--- src/rtl/mem_access_stage_pkg.sv ---
// Shared definitions for the MEM stage: func3 codes, FSM states
// and access-width decode helpers.
package mem_access_stage_pkg;

  localparam logic [2:0] F3_LB  = 3'b000;
  localparam logic [2:0] F3_LH  = 3'b001;
  localparam logic [2:0] F3_LW  = 3'b010;
  localparam logic [2:0] F3_LBU = 3'b100;
  localparam logic [2:0] F3_LHU = 3'b101;
  localparam logic [2:0] F3_SB  = 3'b000;
  localparam logic [2:0] F3_SH  = 3'b001;
  localparam logic [2:0] F3_SW  = 3'b010;

  localparam logic [0:0] ST_IDLE = 1'b0;
  localparam logic [0:0] ST_BUS  = 1'b1;

  localparam logic [1:0] SZ_B = 2'd0;
  localparam logic [1:0] SZ_H = 2'd1;
  localparam logic [1:0] SZ_W = 2'd2;

  // Unknown codes fall back to a word access.
  function automatic logic [1:0] ld_size(logic [2:0] f3);
    logic [1:0] sz;
    unique case (f3)
      F3_LB, F3_LBU: sz = SZ_B;
      F3_LH, F3_LHU: sz = SZ_H;
      F3_LW:         sz = SZ_W;
      default:       sz = SZ_W;
    endcase
    return sz;
  endfunction

  function automatic logic [1:0] st_size(logic [2:0] f3);
    logic [1:0] sz;
    unique case (f3)
      F3_SB:   sz = SZ_B;
      F3_SH:   sz = SZ_H;
      F3_SW:   sz = SZ_W;
      default: sz = SZ_W;
    endcase
    return sz;
  endfunction

endpackage

--- src/rtl/load_store_align.sv ---
// Byte-lane generation for stores, alignment check, and
// load data extraction with sign/zero extension.
module load_store_align
  import mem_access_stage_pkg::*;
(
  input  logic        is_store,
  input  logic [2:0]  f3,
  input  logic [1:0]  off,
  input  logic [31:0] st_data,
  output logic [3:0]  be,
  output logic [31:0] wdata,
  output logic        aligned,
  input  logic [2:0]  ld_f3,
  input  logic [1:0]  ld_off,
  input  logic [31:0] rdata,
  output logic [31:0] ld_data
);

  logic [1:0]  sz;
  logic [1:0]  lsz;
  logic [31:0] sh;

  always_comb begin
    sz      = is_store ? st_size(f3) : ld_size(f3);
    be      = 4'b1111;
    wdata   = st_data;
    aligned = 1'b1;
    unique case (1'b1)
      (sz == SZ_B): begin
        be    = 4'b0001 << off;
        wdata = {4{st_data[7:0]}};
      end
      (sz == SZ_H): begin
        be      = off[1] ? 4'b1100 : 4'b0011;
        wdata   = {2{st_data[15:0]}};
        aligned = ~off[0];
      end
      default: aligned = (off == 2'b00);
    endcase
  end

  always_comb begin
    lsz     = ld_size(ld_f3);
    sh      = rdata >> {ld_off, 3'b000};
    ld_data = rdata;
    unique case (1'b1)
      (lsz == SZ_B):
        ld_data = ld_f3[2] ? {24'h0, sh[7:0]}
                           : {{24{sh[7]}}, sh[7:0]};
      (lsz == SZ_H):
        ld_data = ld_f3[2] ? {16'h0, sh[15:0]}
                           : {{16{sh[15]}}, sh[15:0]};
      default: ld_data = rdata;
    endcase
  end

endmodule

--- src/rtl/mem_access_stage.sv ---
// MEM stage: issues data-memory accesses over req/ack, stalls
// while a bus access is outstanding and owns the MEM/WB register.
module mem_access_stage
  import mem_access_stage_pkg::*;
#(
  parameter int unsigned TIMEOUT = 255
) (
  input  logic        clk,
  input  logic        rst,
  input  logic        in_valid,
  input  logic [31:0] in_result,
  input  logic [31:0] in_store_data,
  input  logic [2:0]  in_func3,
  input  logic        in_mem_read,
  input  logic        in_mem_write,
  input  logic [4:0]  in_rd,
  input  logic        in_reg_write,
  output logic [31:0] data_forward_mem,
  output logic        stall_mem,
  output logic        dmem_req,
  output logic        dmem_we,
  output logic [31:0] dmem_addr,
  output logic [3:0]  dmem_be,
  output logic [31:0] dmem_wdata,
  input  logic [31:0] dmem_rdata,
  input  logic        dmem_ack,
  output logic        wb_valid,
  output logic [31:0] wb_data,
  output logic [4:0]  wb_rd,
  output logic        wb_reg_write,
  output logic        misalign_err,
  output logic        bus_err,
  output logic [31:0] fault_addr
);

  localparam int unsigned CW =
    (TIMEOUT > 1) ? $clog2(TIMEOUT) : 1;
  localparam logic [CW-1:0] TO_LAST =
    CW'((TIMEOUT == 0) ? 0 : TIMEOUT - 1);
  localparam bit TO_EN = (TIMEOUT != 0);

  logic [0:0]    state;
  logic [CW-1:0] cnt;
  logic [31:0]   cap_addr;
  logic [31:0]   cap_wdata;
  logic [3:0]    cap_be;
  logic [2:0]    cap_f3;
  logic [4:0]    cap_rd;
  logic          cap_rw;
  logic          cap_we;

  logic          mem_op;
  logic          in_bus;
  logic          to_hit;
  logic [3:0]    be;
  logic [31:0]   wdata;
  logic          aligned;
  logic [31:0]   ld_data;

  load_store_align u_align (
    .is_store (in_mem_write),
    .f3       (in_func3),
    .off      (in_result[1:0]),
    .st_data  (in_store_data),
    .be       (be),
    .wdata    (wdata),
    .aligned  (aligned),
    .ld_f3    (cap_f3),
    .ld_off   (cap_addr[1:0]),
    .rdata    (dmem_rdata),
    .ld_data  (ld_data)
  );

  assign mem_op = in_valid & (in_mem_read | in_mem_write);
  assign in_bus = (state == ST_BUS);
  assign to_hit = TO_EN & in_bus & ~dmem_ack
                & (cnt == TO_LAST);

  // A timeout retires the op, so the stall must drop with it.
  assign stall_mem = in_bus ? (~dmem_ack & ~to_hit)
                            : (mem_op & aligned);

  assign data_forward_mem = in_result;
  assign dmem_req   = in_bus;
  assign dmem_we    = in_bus & cap_we;
  assign dmem_addr  = in_bus ? {cap_addr[31:2], 2'b00} : '0;
  assign dmem_be    = in_bus ? cap_be : '0;
  assign dmem_wdata = in_bus ? cap_wdata : '0;

  always_ff @(posedge clk or posedge rst) begin
    if (rst) begin
      state        <= ST_IDLE;
      cnt          <= '0;
      cap_addr     <= '0;
      cap_wdata    <= '0;
      cap_be       <= '0;
      cap_f3       <= '0;
      cap_rd       <= '0;
      cap_rw       <= 1'b0;
      cap_we       <= 1'b0;
      wb_valid     <= 1'b0;
      wb_data      <= '0;
      wb_rd        <= '0;
      wb_reg_write <= 1'b0;
      misalign_err <= 1'b0;
      bus_err      <= 1'b0;
      fault_addr   <= '0;
    end else begin
      misalign_err <= 1'b0;
      bus_err      <= 1'b0;
      if (state == ST_IDLE) begin
        if (mem_op && aligned) begin
          state        <= ST_BUS;
          cnt          <= '0;
          cap_addr     <= in_result;
          cap_wdata    <= wdata;
          cap_be       <= be;
          cap_f3       <= in_func3;
          cap_rd       <= in_rd;
          cap_rw       <= in_reg_write;
          cap_we       <= in_mem_write;
          wb_valid     <= 1'b0;
          wb_reg_write <= 1'b0;
        end else if (mem_op) begin
          wb_valid     <= 1'b1;
          wb_data      <= in_result;
          wb_rd        <= in_rd;
          wb_reg_write <= 1'b0;
          misalign_err <= 1'b1;
          fault_addr   <= in_result;
        end else begin
          wb_valid     <= in_valid;
          wb_data      <= in_result;
          wb_rd        <= in_rd;
          wb_reg_write <= in_valid & in_reg_write;
        end
      end else begin
        if (dmem_ack) begin
          state        <= ST_IDLE;
          wb_valid     <= 1'b1;
          wb_rd        <= cap_rd;
          wb_reg_write <= cap_rw & ~cap_we;
          wb_data      <= cap_we ? cap_addr : ld_data;
        end else if (to_hit) begin
          state        <= ST_IDLE;
          bus_err      <= 1'b1;
          fault_addr   <= cap_addr;
          wb_valid     <= 1'b1;
          wb_rd        <= cap_rd;
          wb_reg_write <= 1'b0;
          wb_data      <= '0;
        end else begin
          cnt      <= cnt + 1'b1;
          wb_valid <= 1'b0;
        end
      end
    end
  end

endmodule
--- config.mk ---
export PLATFORM = sky130hd
export DESIGN_NAME = mem_access_stage
export DESIGN_NICKNAME = d
export VERILOG_FILES = /design/src/rtl/mem_access_stage_pkg.sv /design/src/rtl/load_store_align.sv /design/src/rtl/mem_access_stage.sv
export SDC_FILE = /design/constraint.sdc
export NUM_CORES = 1
export LEC_CHECK = 0
export BUFFER_PORTS_ARGS = -buffer_cell sky130_fd_sc_hd__buf_2
export CAP_MARGIN = 20
export CORE_ASPECT_RATIO = 1.25
export CORE_UTILIZATION = 50
export CTS_BUF_LIST = sky130_fd_sc_hd__clkbuf_16
export DETAILED_ROUTE_END_ITERATION = 6
export PLACE_DENSITY = 0.79
export RECOVER_POWER = 25
export SLEW_MARGIN = 20
export SYNTH_ARGS = -nofsm -noshare
export SYNTH_HDL_FRONTEND = slang
export SYNTH_SLANG_ARGS = --single-unit
export TNS_END_PERCENT = 5
--- constraint.sdc ---
create_clock -name clk -period 10.5 [get_ports clk]
set_input_delay 0.525 -clock clk [delete_from_list [all_inputs] [get_ports clk]]
set_output_delay 0.525 -clock clk [all_outputs]
set_load 0.02 [all_outputs]
# [Word level (Yosys, flattened, before mapping)]
# Index checks and enable logic that the tools add are counted.
[totals] register_bits=160 in_bits=111 output_inout_bits=176
[classes] n_addsub=1 eq_ne=14 shifts=2 n_mux=52 n_bitwise=14 reduce_logical=16
[op_table] op="$mux 32" count=14
[op_table] op="$pmux 32 s2" count=2
[op_table] op="$mux 8" count=4
[op_table] op="$shr 32x5->16" count=1
[op_table] op="$mux 1" count=20
[op_table] op="$mux 5" count=4
[op_table] op="$eq 3x3->1 const B" count=4
[op_table] op="$pmux 2 s2" count=3
[op_table] op="$add 8x1->8 const B" count=1
[op_table] op="$and 1x1->1" count=8
[op_table] op="$eq 8x8->1 const B" count=1
[op_table] op="$mux 4" count=2
[op_table] op="$pmux 4 s2" count=1
[op_table] op="$reduce_or 2->1" count=4
[op_table] op="$eq 3x1->1 const B" count=2
[op_table] op="$logic_not 2->1" count=3
[op_table] op="$logic_not 3->1" count=2
[op_table] op="$ne 2x2->1 const B" count=3
[op_table] op="$not 1->1" count=5
[op_table] op="$eq 2x1->1 const B" count=2
[op_table] op="$reduce_and 2->1" count=2
[op_table] op="$reduce_and 4->1" count=1
[op_table] op="$reduce_bool 2->1" count=2
[op_table] op="$shl 1x2->4 const A" count=1
[op_table] op="other kinds (7)" count=7

# [Depth between registers and ports, before layout]
[depth] ltp_word=9 mapped_depth=11

# [Cells and area by module]
# Synthesis repeated with hierarchy kept, for this count alone.
[unflattened] cells_unflattened=836 area_unflattened_um2=9037.4
[by_module_without_submodules] module="mem_access_stage" n_inst=1 cells_each=643 area_per_inst_um2=7858.8 seq_area_each_um2=4003.8
[by_module_without_submodules] module="load_store_align" n_inst=1 cells_each=193 area_per_inst_um2=1178.6 seq_area_each_um2=0.0

# [Least setup slack after synthesis]
# Ideal clock, no wire load.
[synth_timing] path_kind="in2out" start="input in_result[1]" end="output stall_mem" t_arrival_ps=1669 setup_slack_ps=8306 stages=8 path_buffers=4 cell_sequence="buf_2 -> nor2_2 -> o2111ai_2 -> and2_1 -> buf_2 -> inv_2 -> buf_6 -> buf_6"
[synth_via] elab_chain_cells=4
[synth_lines] item="start: declaration" line="mem_access_stage.sv:11" rtl="input logic [31:0] in_result,"
[synth_lines] item="$logic_not 2->1" line="load_store_align.sv:38" rtl="default: aligned = (off == 2'b00);"
[synth_lines] item="$pmux 1 s2" line="load_store_align.sv:28" rtl="unique case (1'b1)"
[synth_lines] item="$and 1x1->1" line="mem_access_stage.sv:81" rtl=": (mem_op & aligned);"
[synth_lines] item="$mux 1" line="mem_access_stage.sv:80" rtl="assign stall_mem = in_bus ? (~dmem_ack & ~to_hit)"
[synth_lines] item="end: declaration" line="mem_access_stage.sv:19" rtl="output logic stall_mem,"
# No other way between the ends.

# [Final worst setup path]
[layout_timing] start="register state, in the netlist dmem_req" end="output stall_mem"
[layout_via] elab_chain_cells=5
[layout_lines] item="start: declaration" line="mem_access_stage.sv:42" rtl="logic [0:0] state;"
[layout_lines] item="start signal: assignment" line="mem_access_stage.sv:92" rtl="state <= ST_IDLE;"
[layout_lines] item="start signal: assignment" line="mem_access_stage.sv:113" rtl="state <= ST_BUS;"
[layout_lines] item="start signal: assignment" line="mem_access_stage.sv:139" rtl="state <= ST_IDLE;"
[layout_lines] item="$and 1x1->1" line="mem_access_stage.sv:76" rtl="assign to_hit = TO_EN & in_bus & ~dmem_ack"
[layout_lines] item="$and 1x1->1" line="mem_access_stage.sv:77" rtl="& (cnt == TO_LAST);"
[layout_lines] item="$not 1->1" line="mem_access_stage.sv:80"
[layout_lines] item="$and 1x1->1" line="mem_access_stage.sv:80"
[layout_lines] item="$mux 1 (*)" line="mem_access_stage.sv:80"
# Every way passes the cells marked *; elsewhere a longest branch is shown, timed or not.

==> run metrics <==
Comb power frac 0.311; CP Cell Sequence buf_4 > nand2b_1 > o21bai_4 > and2_2 > inv_2 > buf_2; normalized max-slew margin -1.50; GRT met1 Usage 0.355; synth top area cells dfrtp_1 (47%), nand2_1 (11%), nor2_1 (4.4%), and2_1 (4.3%), buf_4 (3.6%); wire per inst around 18 um; count leader, synth nand2_1; Root Driver clkbuf_16; post-DR vias/cell about 5.5; Synth Flop Type dfrtp_1; Finish-stage setup viols 0; Synth Area in Compound Gates 0.164; hold_buf cts 0; kind of cell adding the most delay to the critical path buffers and inverters; Slowest Stage Delay on Critical Path 0.68 ns; adder-cell share of the synthesized area 0.00293; first-pass GRT wire length a little under 40000 um; layout cells sized above 1 0.244; Core Region 16800 um^2; Final min period 3.81 ns; Port Buffers around 280; antenna-violating nets left 0; cell taking the most area after synthesis dfrtp_1; multiplexer share of the synthesized area 0.0370; hpwl dp 17800 um; crit share post-route 0.363; clock-pin slew on the worst setup and hold paths 0.06 ns; Die X 119 um; Startpoint Class register; met2 Use GR 0.508; Mapped Cells between 1k and 1.5k; Die Y between 100 and 150 um; count of boundary I/O pins around 290; Yosys cell types 52; met3 Resource Use GR 0.0509; Worst Tran Pin Value between 3 and 4 ns; CTS sink count 160; CTS tree yes; busiest grt layer met2; largest family of logic cells by synthesized area simple AND/OR/NAND/NOR gates; H-tree levels 4; Fillers ~1.5k; Worst-Skew Late Latency 0.43 ns; outcome complete, but fails checks; # nets final 1327; critical path's slowest cell buf_4; Yosys Warn Count 0; CP arrival ~3.3 ns; 1st-iter DRT viols 620; Hold Crit Class in2reg; largest net degree at the start of global routing between 90 and 100; crit-path max FO 96; fin. max-slew vios between 80 and 90; Hold Fails Final Rpt 0; clock buffer depth 2; DRC 0; CP Class reg2out; Seq/Total Area, Yosys 0.470; Post-synth top cells nand2_1 (253), dfrtp_1 (160), nor2_1 (101), and2_1 (58), o21ai_0 (45); # diodes 0; failing checks max-capacitance violations, max-slew violations; fin area between 10000 and 15000 um^2; Post-CTS Resized 0; NetSw ~830 uW; post-synthesis xor/xnor area fraction 0.00719; pwr dens around 220 nW/um^2; Syn Std Cell Area around 8500 um^2; Sequential Power Share 0.398; Final TNS setup 0 ns; Fmax roughly 260 MHz; CTS buffer count 17; DR vias roughly 8k; Yosys top cell area share 0.470; Layout area overhead 20.4%; Sw Share 0.373; synthesized area per cell 8.46 um^2; initial antenna violation count 0; clock skew slightly below 0.008 ns; post-route total power about 2200 uW; DRT Pass-1 Iters 5; Int Pwr between 1000 and 1500 uW; postcts setup bufs 0; Buf/Inv on CP 3; gr ovfl total 0; leak pwr roughly 0.005 uW; GRT Total Usage 0.293; Synth async-reset ratio 1.00; maximum VDD drop around 0.094 mV; placed inst area a little under 10000 um^2; Worst EP required between 9 and 10 ns; Layout Utilization 0.612; clock power share 0.291; routability cong. 0.882; Post-Synth Simple-Gate Area 0.238; number of synthesized flops with an enable pin 0; FF-to-FF setup slack roughly 7.5 ns; register bit count reported by yosys 160; Worst setup EP type output port; vias in the first global route 7454; Die ar. between 15000 and 20000 um^2; Total Wirelength about 25000 um; initial core utilization 0.508; Max-Cap Viols 1; Site Rows 53; RSZ-0062 raised after global routing false; Fin Hold WS approximately 0.31 ns
==> worst min-delay path, stage by stage <==
cell and delay [ns]:
buf_2 0.09, nand2_1 0.04, nand2_1 0.05
==> logic make-up (layout without fill, tap and decap cells) <==
logic type | after synthesis | count (layout)
simple gates | 466 | 466
fa+ha+maj | 2 | 2
compound gates | 214 | 214
mux | 30 | 30
flops | 160 | 160
other cells | 1 | 2
buf+inv | 128 | 346
xor+xnor | 7 | 7
==> sequential cells by signal, summed over array words and instances (netlist names), 3 cells and up <==
name        flops
cnt             8
cap_rd          5
fault_addr     32
cap_wdata      32
wb_data        32
wb_rd           5
cap_f3          3
cap_be          4
cap_addr       32
==> final timing paths <==
path / cells past startpoint / to / start
setup / recovery: 6 / stall_mem / dmem_req
hold / removal: 3 / cap_rd[1] / in_rd[1]
setup reg to reg: 7 / wb_data[15] / dmem_req
hold reg to reg: 2 / cap_wdata[5] / cap_wdata[5]
max in group asynchronous: 3 / dmem_req / rst
min in group asynchronous: 2 / cap_wdata[30] / rst
==> placed cells by master (no fill, tap or decap), drive strengths merged, types with 3 or more instances in the layout <==
cell,synthesis,final
mux2i,27,27
dfrtp,160,160
a211oi,4,4
inv,22,26
buf,67,251
a21oi,41,41
nand4,4,4
a22o,3,3
o211ai,6,6
nand2,253,253
and2,58,58
bufinv,0,3
o21ai,57,57
xnor2,4,4
or3,6,6
a221o,20,20
clkinv,1,6
nand3,5,5
a31oi,39,39
o22ai,18,18
nor3,5,5
a32oi,7,7
a21boi,3,3
clkbuf,38,57
xor2,3,3
nor2b,24,24
o221ai,5,5
clkinvlp,0,3
nor2,103,103
nand2b,4,4
==> per-stage QoR <==
step           cells  worst slack (ns)
2_1_floorplan   1009              5.66
3_3_place_gp    1415              6.85
3_5_place_dp    1415              6.81
4_1_cts         1447              6.34
5_1_grt         1447              6.37
6_report        1447              6.69
==> routing by layer <==
layer  part of all wire  vias to the layer above  wire [um]
met1               0.39                     3794       9970
li1                   -                     3783          -
met5                  0                        -          0
met3              0.068                       59       1730
met4              0.030                        0        765
met2               0.51                      382      13000
==> layout make-up <==
cell class / count / area (um^2) / share of cell area
Clock buffer: 17 / 425 / 0.0415
Clock inverter: 15 / 183 / 0.0178
Inverter: 23 / 87.6 / 0.00853
Multi-Input combinational cell: 721 / 3860 / 0.376
Sequential cell: 160 / 4010 / 0.390
Tap cell: 220 / 275 / 0.0268
Timing Repair Buffer: 291 / 1420 / 0.139
==> power by group through the flow <==
| stage | Combinational (uW) | Sequential (uW) | Clock [uW] |
|---|---|---|---|
| final | 690 | 883 | 644 |
| after global routing | 758 | 905 | 680 |
| after CTS | 696 | 881 | 654 |
| after detailed placement | 692 | 893 | 0 |
| after global placement | 681 | 886 | 0 |
| after floorplan | 416 | 943 | 0 |
(Power assumes the default switching activity.)
